### config.mk
export PLATFORM = sky130hd
export DESIGN_NAME = disk_track_loader_flat
export DESIGN_NICKNAME = d
export VERILOG_FILES = /design/src/rtl/disk_pkg.sv /design/src/rtl/disk_track_loader_if.sv /design/src/rtl/sd_sector_hs.sv /design/src/rtl/disk_track_loader.sv /design/src/flat_wrapper.sv
export SDC_FILE = /design/constraint.sdc
export NUM_CORES = 1
export LEC_CHECK = 0
export CELL_PAD_IN_SITES_DETAIL_PLACEMENT = 0
export CELL_PAD_IN_SITES_GLOBAL_PLACEMENT = 2
export CORE_MARGIN = 5
export CORE_UTILIZATION = 39
export DETAILED_ROUTE_END_ITERATION = 16
export GPL_ROUTABILITY_DRIVEN = 0
export PLACE_DENSITY_LB_ADDON = 0.1
export SLEW_MARGIN = 15
export SYNTH_ARGS = -nofsm -noshare
export SYNTH_HDL_FRONTEND = slang
export SYNTH_SLANG_ARGS = --single-unit
### constraint.sdc
create_clock -name clk_sys -period 13.05 [get_ports clk_sys]
set_input_delay 2.61 -clock clk_sys [delete_from_list [all_inputs] [get_ports clk_sys]]
set_output_delay 2.61 -clock clk_sys [all_outputs]
set_load 0.005 [all_outputs]
### src/rtl/disk_pkg.sv
`default_nettype none
// ------------------------------------------------------------------
// disk_pkg : shared types and helpers for the floppy track loader
// Revision : 1.0
// ------------------------------------------------------------------
package disk_pkg;

  localparam int SECTOR_BYTES = 512;

  typedef enum logic [1:0] {
    IDLE  = 2'd0,
    FLUSH = 2'd1,
    LOAD  = 2'd2
  } state_t;

  typedef enum logic {
    REQ  = 1'b0,
    XFER = 1'b1
  } phase_t;

  function automatic logic [31:0] calc_lba(input logic [31:0] spt,
                                           input logic [31:0] trk,
                                           input logic [31:0] sec);
    return spt * trk + sec;
  endfunction

endpackage
`default_nettype wire

### src/rtl/disk_track_loader_if.sv
`default_nettype none
// ------------------------------------------------------------------
// disk_track_loader_if : SD sector handshake and track RAM select bus
// Revision : 1.0
// ------------------------------------------------------------------
interface disk_track_loader_if #(
  parameter int DRIVES = 2,
  parameter int SEC_W  = 4
);
  logic [DRIVES-1:0] sd_rd;
  logic [DRIVES-1:0] sd_wr;
  logic [DRIVES-1:0] sd_ack;
  logic [31:0]       sd_lba;
  logic [1:0]        buf_drive;
  logic [SEC_W-1:0]  buf_sec;

  modport master (output sd_rd, sd_wr, sd_lba, buf_drive, buf_sec, input sd_ack);
  modport slave  (input sd_rd, sd_wr, sd_lba, buf_drive, buf_sec, output sd_ack);
endinterface
`default_nettype wire

### src/rtl/sd_sector_hs.sv
`default_nettype none
// ------------------------------------------------------------------
// sd_sector_hs : ack edge detector for one sector handshake channel
// Revision : 1.0
// ------------------------------------------------------------------
module sd_sector_hs (
  input  logic clk_sys,
  input  logic reset,
  input  logic ack,
  output logic rise,
  output logic fall
);
  logic ack_q;

  always_ff @(posedge clk_sys) begin
    if (reset) ack_q <= 1'b0;
    else       ack_q <= ack;
  end

  assign rise = ack & ~ack_q;
  assign fall = ~ack & ack_q;
endmodule
`default_nettype wire

### src/rtl/disk_track_loader.sv
`default_nettype none
// ------------------------------------------------------------------
// disk_track_loader : multi-drive track buffer with dirty-sector writeback
// Revision : 1.0
// ------------------------------------------------------------------
module disk_track_loader
  import disk_pkg::*;
#(
  parameter int DRIVES         = 2,
  parameter int SECS_PER_TRACK = 13,
  parameter int TRACK_W        = 6,
  parameter int SEC_W          = 4
) (
  input  logic                      clk_sys,
  input  logic                      reset,
  input  logic [DRIVES*TRACK_W-1:0] track,
  input  logic [DRIVES-1:0]         img_mounted,
  input  logic [DRIVES-1:0]         img_present,
  input  logic [DRIVES-1:0]         dirty_we,
  input  logic [SEC_W-1:0]          dirty_sec,
  disk_track_loader_if.master       sd,
  output logic                      cpu_wait,
  output logic [DRIVES-1:0]         busy
);
  localparam int NSEC = 2**SEC_W;
  localparam logic [31:0] SPT = 32'(SECS_PER_TRACK);

  logic [TRACK_W-1:0] cur_track [DRIVES];
  logic [NSEC-1:0]    dirty     [DRIVES];
  logic [DRIVES-1:0]  mount_pend;

  state_t             state_q, state_n;
  phase_t             phase_q, phase_n;
  logic [1:0]         drv_q, drv_n, tgt, fd;
  logic [SEC_W-1:0]   sec_q, sec_n;
  logic [TRACK_W-1:0] base_q, base_n;
  logic               rd_q, rd_n, wr_q, wr_n, wait_q, wait_n;
  logic [31:0]        lba_q, lba_n;
  logic               upd_track, clr_mount, clr_dirty, clr_bit;

  logic               found, mnt_fd, pres_fd, ack_sel, ack_rise, ack_fall;
  logic [TRACK_W-1:0] trk_fd, cur_fd, trk_cur;
  logic [NSEC-1:0]    dirty_fd, dirty_cur;

  function automatic logic [SEC_W-1:0] lowest(input logic [NSEC-1:0] v);
    logic [SEC_W-1:0] r;
    r = '0;
    for (int k = NSEC-1; k >= 0; k--) if (v[k]) r = SEC_W'(k);
    return r;
  endfunction

  sd_sector_hs u_hs (
    .clk_sys (clk_sys),
    .reset   (reset),
    .ack     (ack_sel),
    .rise    (ack_rise),
    .fall    (ack_fall)
  );

  // fd: lowest drive needing service; *_cur: views of the drive owning the transfer
  always_comb begin
    found = 1'b0;
    fd    = '0;
    for (int i = DRIVES-1; i >= 0; i--) begin
      if ((cur_track[i] != track[i*TRACK_W +: TRACK_W]) || mount_pend[i]) begin
        found = 1'b1;
        fd    = 2'(i);
      end
    end
    trk_fd = '0; cur_fd = '0; dirty_fd = '0; mnt_fd = 1'b0; pres_fd = 1'b0;
    ack_sel = 1'b0; trk_cur = '0; dirty_cur = '0;
    for (int i = 0; i < DRIVES; i++) begin
      if (fd == 2'(i)) begin
        trk_fd   = track[i*TRACK_W +: TRACK_W];
        cur_fd   = cur_track[i];
        dirty_fd = dirty[i];
        mnt_fd   = mount_pend[i];
        pres_fd  = img_present[i];
      end
      if (drv_q == 2'(i)) begin
        ack_sel   = sd.sd_ack[i];
        trk_cur   = track[i*TRACK_W +: TRACK_W];
        dirty_cur = dirty[i];
      end
    end
  end

  always_comb begin
    state_n = state_q; phase_n = phase_q; drv_n = drv_q; sec_n = sec_q;
    base_n = base_q; rd_n = rd_q; wr_n = wr_q; wait_n = wait_q; lba_n = lba_q;
    tgt = drv_q; upd_track = 1'b0; clr_mount = 1'b0; clr_dirty = 1'b0; clr_bit = 1'b0;
    case (state_q)
      IDLE: begin
        tgt = fd;
        if (found) begin
          if (!pres_fd) begin
            upd_track = 1'b1; clr_mount = 1'b1; clr_dirty = 1'b1;
          end else begin
            drv_n = fd; wait_n = 1'b1; phase_n = REQ;
            if (!mnt_fd && (dirty_fd != '0)) begin
              state_n = FLUSH; base_n = cur_fd; sec_n = lowest(dirty_fd); wr_n = 1'b1;
              lba_n = calc_lba(SPT, 32'(cur_fd), 32'(lowest(dirty_fd)));
            end else begin
              upd_track = 1'b1; clr_mount = 1'b1; clr_dirty = 1'b1;
              state_n = LOAD; base_n = trk_fd; sec_n = '0; rd_n = 1'b1;
              lba_n = calc_lba(SPT, 32'(trk_fd), 32'd0);
            end
          end
        end
      end
      FLUSH: begin
        if (phase_q == REQ) begin
          if (ack_rise) begin
            wr_n = 1'b0; phase_n = XFER; clr_bit = 1'b1;
          end
        end else if (ack_fall) begin
          phase_n = REQ;
          if (dirty_cur != '0) begin
            sec_n = lowest(dirty_cur); wr_n = 1'b1;
            lba_n = calc_lba(SPT, 32'(base_q), 32'(lowest(dirty_cur)));
          end else begin
            state_n = LOAD; base_n = trk_cur; sec_n = '0; rd_n = 1'b1;
            upd_track = 1'b1; clr_mount = 1'b1;
            lba_n = calc_lba(SPT, 32'(trk_cur), 32'd0);
          end
        end
      end
      LOAD: begin
        if (phase_q == REQ) begin
          if (ack_rise) begin
            rd_n = 1'b0; phase_n = XFER;
          end
        end else if (ack_fall) begin
          if (sec_q == SEC_W'(SECS_PER_TRACK-1)) begin
            state_n = IDLE; wait_n = 1'b0;
          end else begin
            sec_n = sec_q + 1'b1; rd_n = 1'b1; phase_n = REQ;
            lba_n = calc_lba(SPT, 32'(base_q), 32'(sec_q + 1'b1));
          end
        end
      end
      default: state_n = IDLE;
    endcase
  end

  always_ff @(posedge clk_sys) begin
    if (reset) begin
      state_q <= IDLE; phase_q <= REQ; drv_q <= '0; sec_q <= '0; base_q <= '0;
      rd_q <= 1'b0; wr_q <= 1'b0; wait_q <= 1'b0; lba_q <= '0;
    end else begin
      state_q <= state_n; phase_q <= phase_n; drv_q <= drv_n; sec_q <= sec_n;
      base_q <= base_n; rd_q <= rd_n; wr_q <= wr_n; wait_q <= wait_n; lba_q <= lba_n;
    end
  end

  // Later assignments win: new mounts and core writes override same-cycle clears
  always_ff @(posedge clk_sys) begin
    for (int i = 0; i < DRIVES; i++) begin
      if (reset) begin
        cur_track[i]  <= '0;
        dirty[i]      <= '0;
        mount_pend[i] <= 1'b0;
      end else begin
        if (upd_track && (tgt == 2'(i))) cur_track[i] <= track[i*TRACK_W +: TRACK_W];
        if (clr_mount && (tgt == 2'(i))) mount_pend[i] <= 1'b0;
        if (img_mounted[i])              mount_pend[i] <= 1'b1;
        if (clr_dirty && (tgt == 2'(i))) dirty[i] <= '0;
        if (clr_bit && (drv_q == 2'(i))) dirty[i][sec_q] <= 1'b0;
        if (dirty_we[i])                 dirty[i][dirty_sec] <= 1'b1;
      end
    end
  end

  always_comb begin
    sd.sd_rd = '0;
    sd.sd_wr = '0;
    busy     = '0;
    for (int i = 0; i < DRIVES; i++) begin
      sd.sd_rd[i] = rd_q   && (drv_q == 2'(i));
      sd.sd_wr[i] = wr_q   && (drv_q == 2'(i));
      busy[i]     = wait_q && (drv_q == 2'(i));
    end
  end

  assign sd.sd_lba    = lba_q;
  assign sd.buf_drive = drv_q;
  assign sd.buf_sec   = sec_q;
  assign cpu_wait     = wait_q;
endmodule
`default_nettype wire

### src/flat_wrapper.sv
// flat-port wrapper written by rule: the top's interface ports become plain ports
module disk_track_loader_flat import disk_pkg::*;
#(
  parameter int DRIVES         = 2,
  parameter int SECS_PER_TRACK = 13,
  parameter int TRACK_W        = 6,
  parameter int SEC_W          = 4
)
  (clk_sys, reset, track, img_mounted, img_present, dirty_we, dirty_sec, cpu_wait, busy, sd_sd_rd, sd_sd_wr, sd_sd_lba, sd_buf_drive, sd_buf_sec, sd_sd_ack);
  disk_track_loader_if #(.DRIVES(DRIVES), .SEC_W(SEC_W)) sd_i ();
  input  logic clk_sys;
  input  logic reset;
  input  logic [DRIVES*TRACK_W-1:0] track;
  input  logic [DRIVES-1:0] img_mounted;
  input  logic [DRIVES-1:0] img_present;
  input  logic [DRIVES-1:0] dirty_we;
  input  logic [SEC_W-1:0] dirty_sec;
  output logic cpu_wait;
  output logic [DRIVES-1:0] busy;
  output wire logic [$bits(sd_i.sd_rd)-1:0] sd_sd_rd;
  output wire logic [$bits(sd_i.sd_wr)-1:0] sd_sd_wr;
  output wire logic [$bits(sd_i.sd_lba)-1:0] sd_sd_lba;
  output wire logic [$bits(sd_i.buf_drive)-1:0] sd_buf_drive;
  output wire logic [$bits(sd_i.buf_sec)-1:0] sd_buf_sec;
  input wire logic [$bits(sd_i.sd_ack)-1:0] sd_sd_ack;
  assign sd_sd_rd = sd_i.sd_rd;
  assign sd_sd_wr = sd_i.sd_wr;
  assign sd_sd_lba = sd_i.sd_lba;
  assign sd_buf_drive = sd_i.buf_drive;
  assign sd_buf_sec = sd_i.buf_sec;
  assign sd_i.sd_ack = sd_sd_ack;
  disk_track_loader #(.DRIVES(DRIVES), .SECS_PER_TRACK(SECS_PER_TRACK), .TRACK_W(TRACK_W), .SEC_W(SEC_W)) u_core (.clk_sys(clk_sys), .reset(reset), .track(track), .img_mounted(img_mounted), .img_present(img_present), .dirty_we(dirty_we), .dirty_sec(dirty_sec), .sd(sd_i), .cpu_wait(cpu_wait), .busy(busy));
endmodule
* Word level (Yosys, flattened, before mapping)
Memories as Yosys holds them, arrays and structs flattened.
Index checks and enable logic that the tools add are counted.
** Storage, ports and cells
- Register bits after elaboration :: 53
- Bits in latches :: 0
- Memory bits (writable) :: 44
- ROM bits :: 0
- Input bits :: 26
- Word-level logic and storage cells :: 404
- Memories :: 2
** Memories
- u_core.dirty :: depth 2, bits a word 16, read ports 2, clocked after Yosys merged registers in 0, write ports 2, line disk_track_loader.sv:29 : logic [NSEC-1:0] dirty [DRIVES];
- u_core.cur_track :: depth 2, bits a word 6, read ports 2, clocked after Yosys merged registers in 0, write ports 2, line disk_track_loader.sv:28 : logic [TRACK_W-1:0] cur_track [DRIVES];
** Operators by class
- Add/sub/neg operators :: 5
- Multiply operators :: 4
- Div/mod/pow operators :: 0
- Order comparisons :: 4
- Equal/unequal tests :: 25
- Shifts and indexed selects :: 0
- Muxes and demuxes :: 243
- Bitwise gates (word level) :: 72
- Reduce and logical (&&, ||, !) cells :: 37
** Operators by type and width (number)
- $mux 32 :: 9
- $mux 4 :: 49
- $mux 16 :: 10
- $mux 1 :: 140
- $pmux 32 s3 :: 1
- $mux 6 :: 14
- $or 1x1->1 :: 68
- $mul 4x6->10 const A :: 4
- $add 10x32->32 :: 1
- $reduce_bool 16->1 :: 2
- $add 10x4->11 :: 2
- $mux 2 :: 10
- $ne 2x1->1 const B :: 8
- $reduce_and 8->1 :: 2
- $logic_and 1x1->1 :: 15
- $ne 3x3->1 const B :: 4
- $ne 6x6->1 :: 2
- $pmux 4 s3 :: 1
- $pmux 6 s2 :: 1
- $reduce_and 6->1 :: 2
- $lt 4x5->1 const B :: 2
- $reduce_and 10->1 :: 1
- $demux 1 s4 :: 2
- $ge 4x1->1 const B :: 2
- other kinds (20) :: 38

* Longest topological paths before layout
An unclocked memory read counts as a cell.
- Word-level depth :: 33
- Gate-level depth with buffers :: 19

* Hierarchy
Synthesis repeated with hierarchy kept, for this count alone.
** Unflattened totals
- Cell total of the unflattened synthesis :: 880
- Area total of the unflattened synthesis :: 7628.6 µm²
** Modules (own cells, without submodules)
- disk_track_loader :: times used 1, cells each 876, area an instance 7589.8 µm²
- sd_sector_hs :: times used 1, cells each 4, area an instance 38.8 µm²

* Worst setup path before layout
No wires, ideal clock.
- Kind :: input to register
- Start :: in track[8]
- End :: reg u_core.lba_q[9] (netlist: u_core.sd.sd_lba[9])
- Arrival :: 6.805 ns
- Slack :: 6.098 ns
- Cell stages on the path :: 19
- Path through :: xor2_1 > or4_4 > o211a_1 > buf_4 > buf_2 > mux2i_1 > inv_1 > ha_1 > inv_1 > fa_1 > inv_1 > fa_1 > a21o_1 > a311o_1 > a21oi_1 > xor2_1 > nor2_1 > a2111oi_0 > a2111oi_2
** On the way
- Word-level cells in the longest chain between the ends :: 32
** Ends and longest elaborated chain
- start, declared :: line flat_wrapper.sv:13 : input logic [DRIVES*TRACK_W-1:0] track;
- $ne 6x6->1 :: line disk_track_loader.sv:65 : if ((cur_track[i] != track[i*TRACK_W +: TRACK_W]) || mount_pend[i]) begin
- $logic_or 1x1->1 :: line disk_track_loader.sv:65
- $mux 1 (2 in series) :: line disk_track_loader.sv:65
- $logic_not 2->1 :: line disk_track_loader.sv:73 : if (fd == 2'(i)) begin
- $mux 16 (2 in series) :: line disk_track_loader.sv:73
- $mux 4 (16 in series) :: line disk_track_loader.sv:48 : for (int k = NSEC-1; k >= 0; k--) if (v[k]) r = SEC_W'(k);
- $mux 4 :: line disk_track_loader.sv:100 : if (!mnt_fd && (dirty_fd != '0)) begin
- $mux 4 :: line disk_track_loader.sv:96 : if (!pres_fd) begin
- $mux 4 :: line disk_track_loader.sv:95 : if (found) begin
- $mux 4 :: line disk_track_loader.sv:92 : case (state_q)
- $add 10x4->11 :: line disk_pkg.sv:24 : return spt * trk + sec;
- $mux 32 :: line disk_track_loader.sv:100
- $mux 32 :: line disk_track_loader.sv:96
- $mux 32 :: line disk_track_loader.sv:95
- $pmux 32 s3 :: line disk_track_loader.sv:92
- end signal, assigned :: line disk_track_loader.sv:152 : base_q <= base_n; rd_q <= rd_n; wr_q <= wr_n; wait_q <= wait_n; lba_q <= lba_n;
- end, declared :: line disk_track_loader.sv:38 : logic [31:0] lba_q, lba_n;
Parallel ways exist; a longest one is shown, timed or not. The select of a mux whose other input is x is not followed.
A chain may end at the register's enable or synchronous reset.

* Final worst setup path
- Start :: in track[5]
- End :: reg u_core.lba_q[9] (netlist: u_core.sd.sd_lba[9])
** On the way
- Word-level cells in the longest chain between the ends :: 31
** Ends and longest elaborated chain (line)
- $ne 6x6->1 :: disk_track_loader.sv:65
- $logic_or 1x1->1 :: disk_track_loader.sv:65
- $mux 1 :: disk_track_loader.sv:65
- $logic_not 2->1 :: disk_track_loader.sv:73
- $mux 16 (2 in series) :: disk_track_loader.sv:73
- $mux 4 (16 in series) :: disk_track_loader.sv:48
- $mux 4 :: disk_track_loader.sv:100
- $mux 4 :: disk_track_loader.sv:96
- $mux 4 :: disk_track_loader.sv:95
- $mux 4 :: disk_track_loader.sv:92
- $add 10x4->11 :: disk_pkg.sv:24
- $mux 32 :: disk_track_loader.sv:100
- $mux 32 :: disk_track_loader.sv:96
- $mux 32 :: disk_track_loader.sv:95
- $pmux 32 s3 :: disk_track_loader.sv:92
Parallel ways exist; a longest one is shown, timed or not. The select of a mux whose other input is x is not followed.

==> run summary <==
Status - finished clean
Vias per inst - 5.671
WP data arrival - 7.86 ns
H-tree depth - 3
Cts hold-fix bufs - 0
Initial Utilization - 39.26%
Residual DRC count - 0
Syn avg cell area - 8.543 um^2
Post-CTS Repair Setup Buffers - 0
Syn Inst Count - 924
Fin cells - 1226
Max Used Layer - met4
GRT Util Overall - 20.67%
Setup TNS - 0 ns
N_diodes - 0
Post-DP HPWL - 19.63 mm
First-pass GRT wire length - 38.74 mm
Clock-pin slew on the worst setup and hold paths - 0.07 ns
DRC marker count from the first detailed-route iteration - 374
Crit Path Max Fanout - 19
Final Cycle Share - 58.61%
Grt ovf - 0
Synthesized flop and latch total - 75
CTS Buffer Depth - 2
Yosys warning count - 0
Largest area contributor in the netlist - edfxtp_1
Largest net degree at the start of global routing - 42
Measured slew at the worst slew-check pin - 1.035 ns
Net total in the final layout - 1084
WL met2 - 11.62 mm
Clock Sinks - 75
Clock latency on the worst-skew pair - 0.35 ns
Placed cell count - 1210
Worst min path class - reg2reg
Area of the core - 20100 um^2
Cell area power density - 223.5 nW/um^2
Vias - 6953
Tmin final - 7.648 ns
Clock Tree Root - clkbuf_16
RSZ-0062 raised after global routing - no
Vias in the first global route - 6982
CTS buffer count - 9
Yosys top cell area share - 16.74%
Sequential fraction of the synthesis area - 24.60%
Most frequent cells in the layout - nor2_1, ha_1, inv_1, nand2_1, clkdlybuf4s50_1
WL final - 24.23 mm
WP data required - 13.26 ns
Antenna violations before repair - 0
Post-cts resize count - 0
Setup-failing EPs final - 0
Port Buffer Count - 48
Startpoint types - input pin
CP Capture Type - flip-flop
Leak - 3.565 nW
Synth Cell Area - 7894 um^2
Final hold vios - 0
# rows - 52
Main synth FF type - edfxtp_1
MaxCap Viol Count - 0
WL met1 - 10.85 mm
DIE HEIGHT - 152.3 um
Maximum vdd drop - 0.00009229 V
CTS tree - built
Post-route ant nets - 0
Layout cells sized above 1 - 6.276%
Die Span X - 152.3 um
Fmax - 130.7 MHz
Wirelength per Cell - 19.77 um
Pins Over Slew Limit - 0
Asr flop ratio synth - 0%
CP Class - in2reg
Synth unique cells - 80
Full die area - 23190 um^2
Worst rel slew slack - 30.05%
Largest cells by area after synthesis - edfxtp_1, ha_1, dfxtp_1
Clock Skew - 0.007468 ns
Layout area overhead - 11.32%
Number of flops mapped to enable cells by yosys - 44
DR WL met3 - 1.103 mm
Detailed-router iteration count before antenna repair - 5
IO Count - 71
## path summary, 6_finish.rpt
kind / cells past startpoint / end / from / slack (ns)
setup / recovery: 17 / u_core.sd.sd_lba[9]$_SDFFE_PP0P_ / track[5] / 5.40
hold / removal: 2 / u_core.sd.sd_lba[10]$_SDFFE_PP0P_ / u_core.sd.sd_lba[10]$_SDFFE_PP0P_ / 0.46
hold reg to reg: 2 / u_core.sd.sd_lba[10]$_SDFFE_PP0P_ / u_core.sd.sd_lba[10]$_SDFFE_PP0P_ / 0.46
setup reg to reg: 16 / u_core.sd.sd_lba[9]$_SDFFE_PP0P_ / u_core.cur_track[0][2]$_SDFFCE_PN0P_ / 7.74
## area by class of cell
type | count | area [um^2]
Tap cell | 270 | 337.8
Clock buffer | 9 | 225.2
Clock inverter | 7 | 56.30
Timing Repair Buffer | 52 | 510.5
Multi-Input combinational cell | 730 | 5404
Inverter | 83 | 311.5
Fill cell | 2003 | 11320
Sequential cell | 75 | 1942
## sequential cells by signal, summed over array words and instances, names as in the netlist
| register | count |
|---|---|
| u_core.cur_track | 12 |
| u_core.sd.buf_drive | 1 |
| u_core.mount_pend | 2 |
| u_core.sd.sd_lba | 11 |
| u_core.wr_q | 1 |
| u_core.u_hs.ack_q | 1 |
| u_core.phase_q | 1 |
| u_core.cpu_wait | 1 |
| u_core.dirty | 32 |
| u_core.rd_q | 1 |
| u_core.sd.buf_sec | 4 |
| u_core.state_q | 2 |
| u_core.base_q | 6 |
## metrics by stage
step	util, %	hold WS (ns)	power, mW	cell area (um^2)	worst slack (ns)
6_report	43.71	0.4633	1.964	8787	5.402
3_3_place_gp	42.26	0.4553	1.701	8497	5.136
5_1_grt	43.71	0.4915	2.158	8787	5.119
3_5_place_dp	42.26	0.4566	1.720	8497	5.049
2_1_floorplan	-	0.4585	1.360	7973	6.098
4_1_cts	43.66	0.4668	1.976	8778	5.396
## metal layers
metal / vias to the layer above / track usage [%]
met2: 197 / 35.31
met5: - / 0
met3: 36 / 3.380
met1: 3346 / 27.07
met4: 0 / 5.822
li1: 3374 / -
## power by group
group	internal (mW)	total, mW	switching [mW]	leakage [nW]
logic	0.542	1.34	0.797	2.70
clock network	0.132	0.245	0.113	0.137
registers	0.315	0.380	0.0646	0.728
## synthesized netlist by cell type, types with 16 or more instances
cell and n:
dfxtp_1 31, and2_1 20, clkbuf_1 22, a21oi_1 47
ha_1 92, buf_4 25, nor2b_1 25, inv_1 83
nand3_1 16, nor3_1 22, nor2_1 92, xnor2_1 21
edfxtp_1 44, nand2_1 60, a211oi_1 18, o21ai_0 35
xor2_1 19, o221ai_1 21
## logic make-up (layout without fill, tap and decap cells)
family	after synthesis	in the layout	synth area share, %
buffers and inverters	140	151	8.052
adder cells (fa/ha/maj)	107	107	18.39
multiplexers	24	24	3.313
XOR/XNOR	40	40	4.438
other	1	22	0.04751
flip-flops	75	75	24.60
AND/OR/NAND/NOR	311	311	20.19
AO/OA/AOI/OAI	226	226	20.97
## worst max-delay path: stages
cell,delay (ns)
clkdlybuf4s50_1,0.47
xor2_1,0.21
nor4_4,0.37
o211a_1,0.76
mux2_2,0.46
ha_1,0.29
inv_1,0.05
fa_1,0.50
inv_1,0.07
fa_1,0.47
a21o_1,0.22
a311o_1,0.35
a21oi_1,0.17
xor2_1,0.19
nor2_1,0.06
a2111oi_0,0.49
a2111oi_2,0.10
Note: power is estimated with default switching activity, not from simulation.
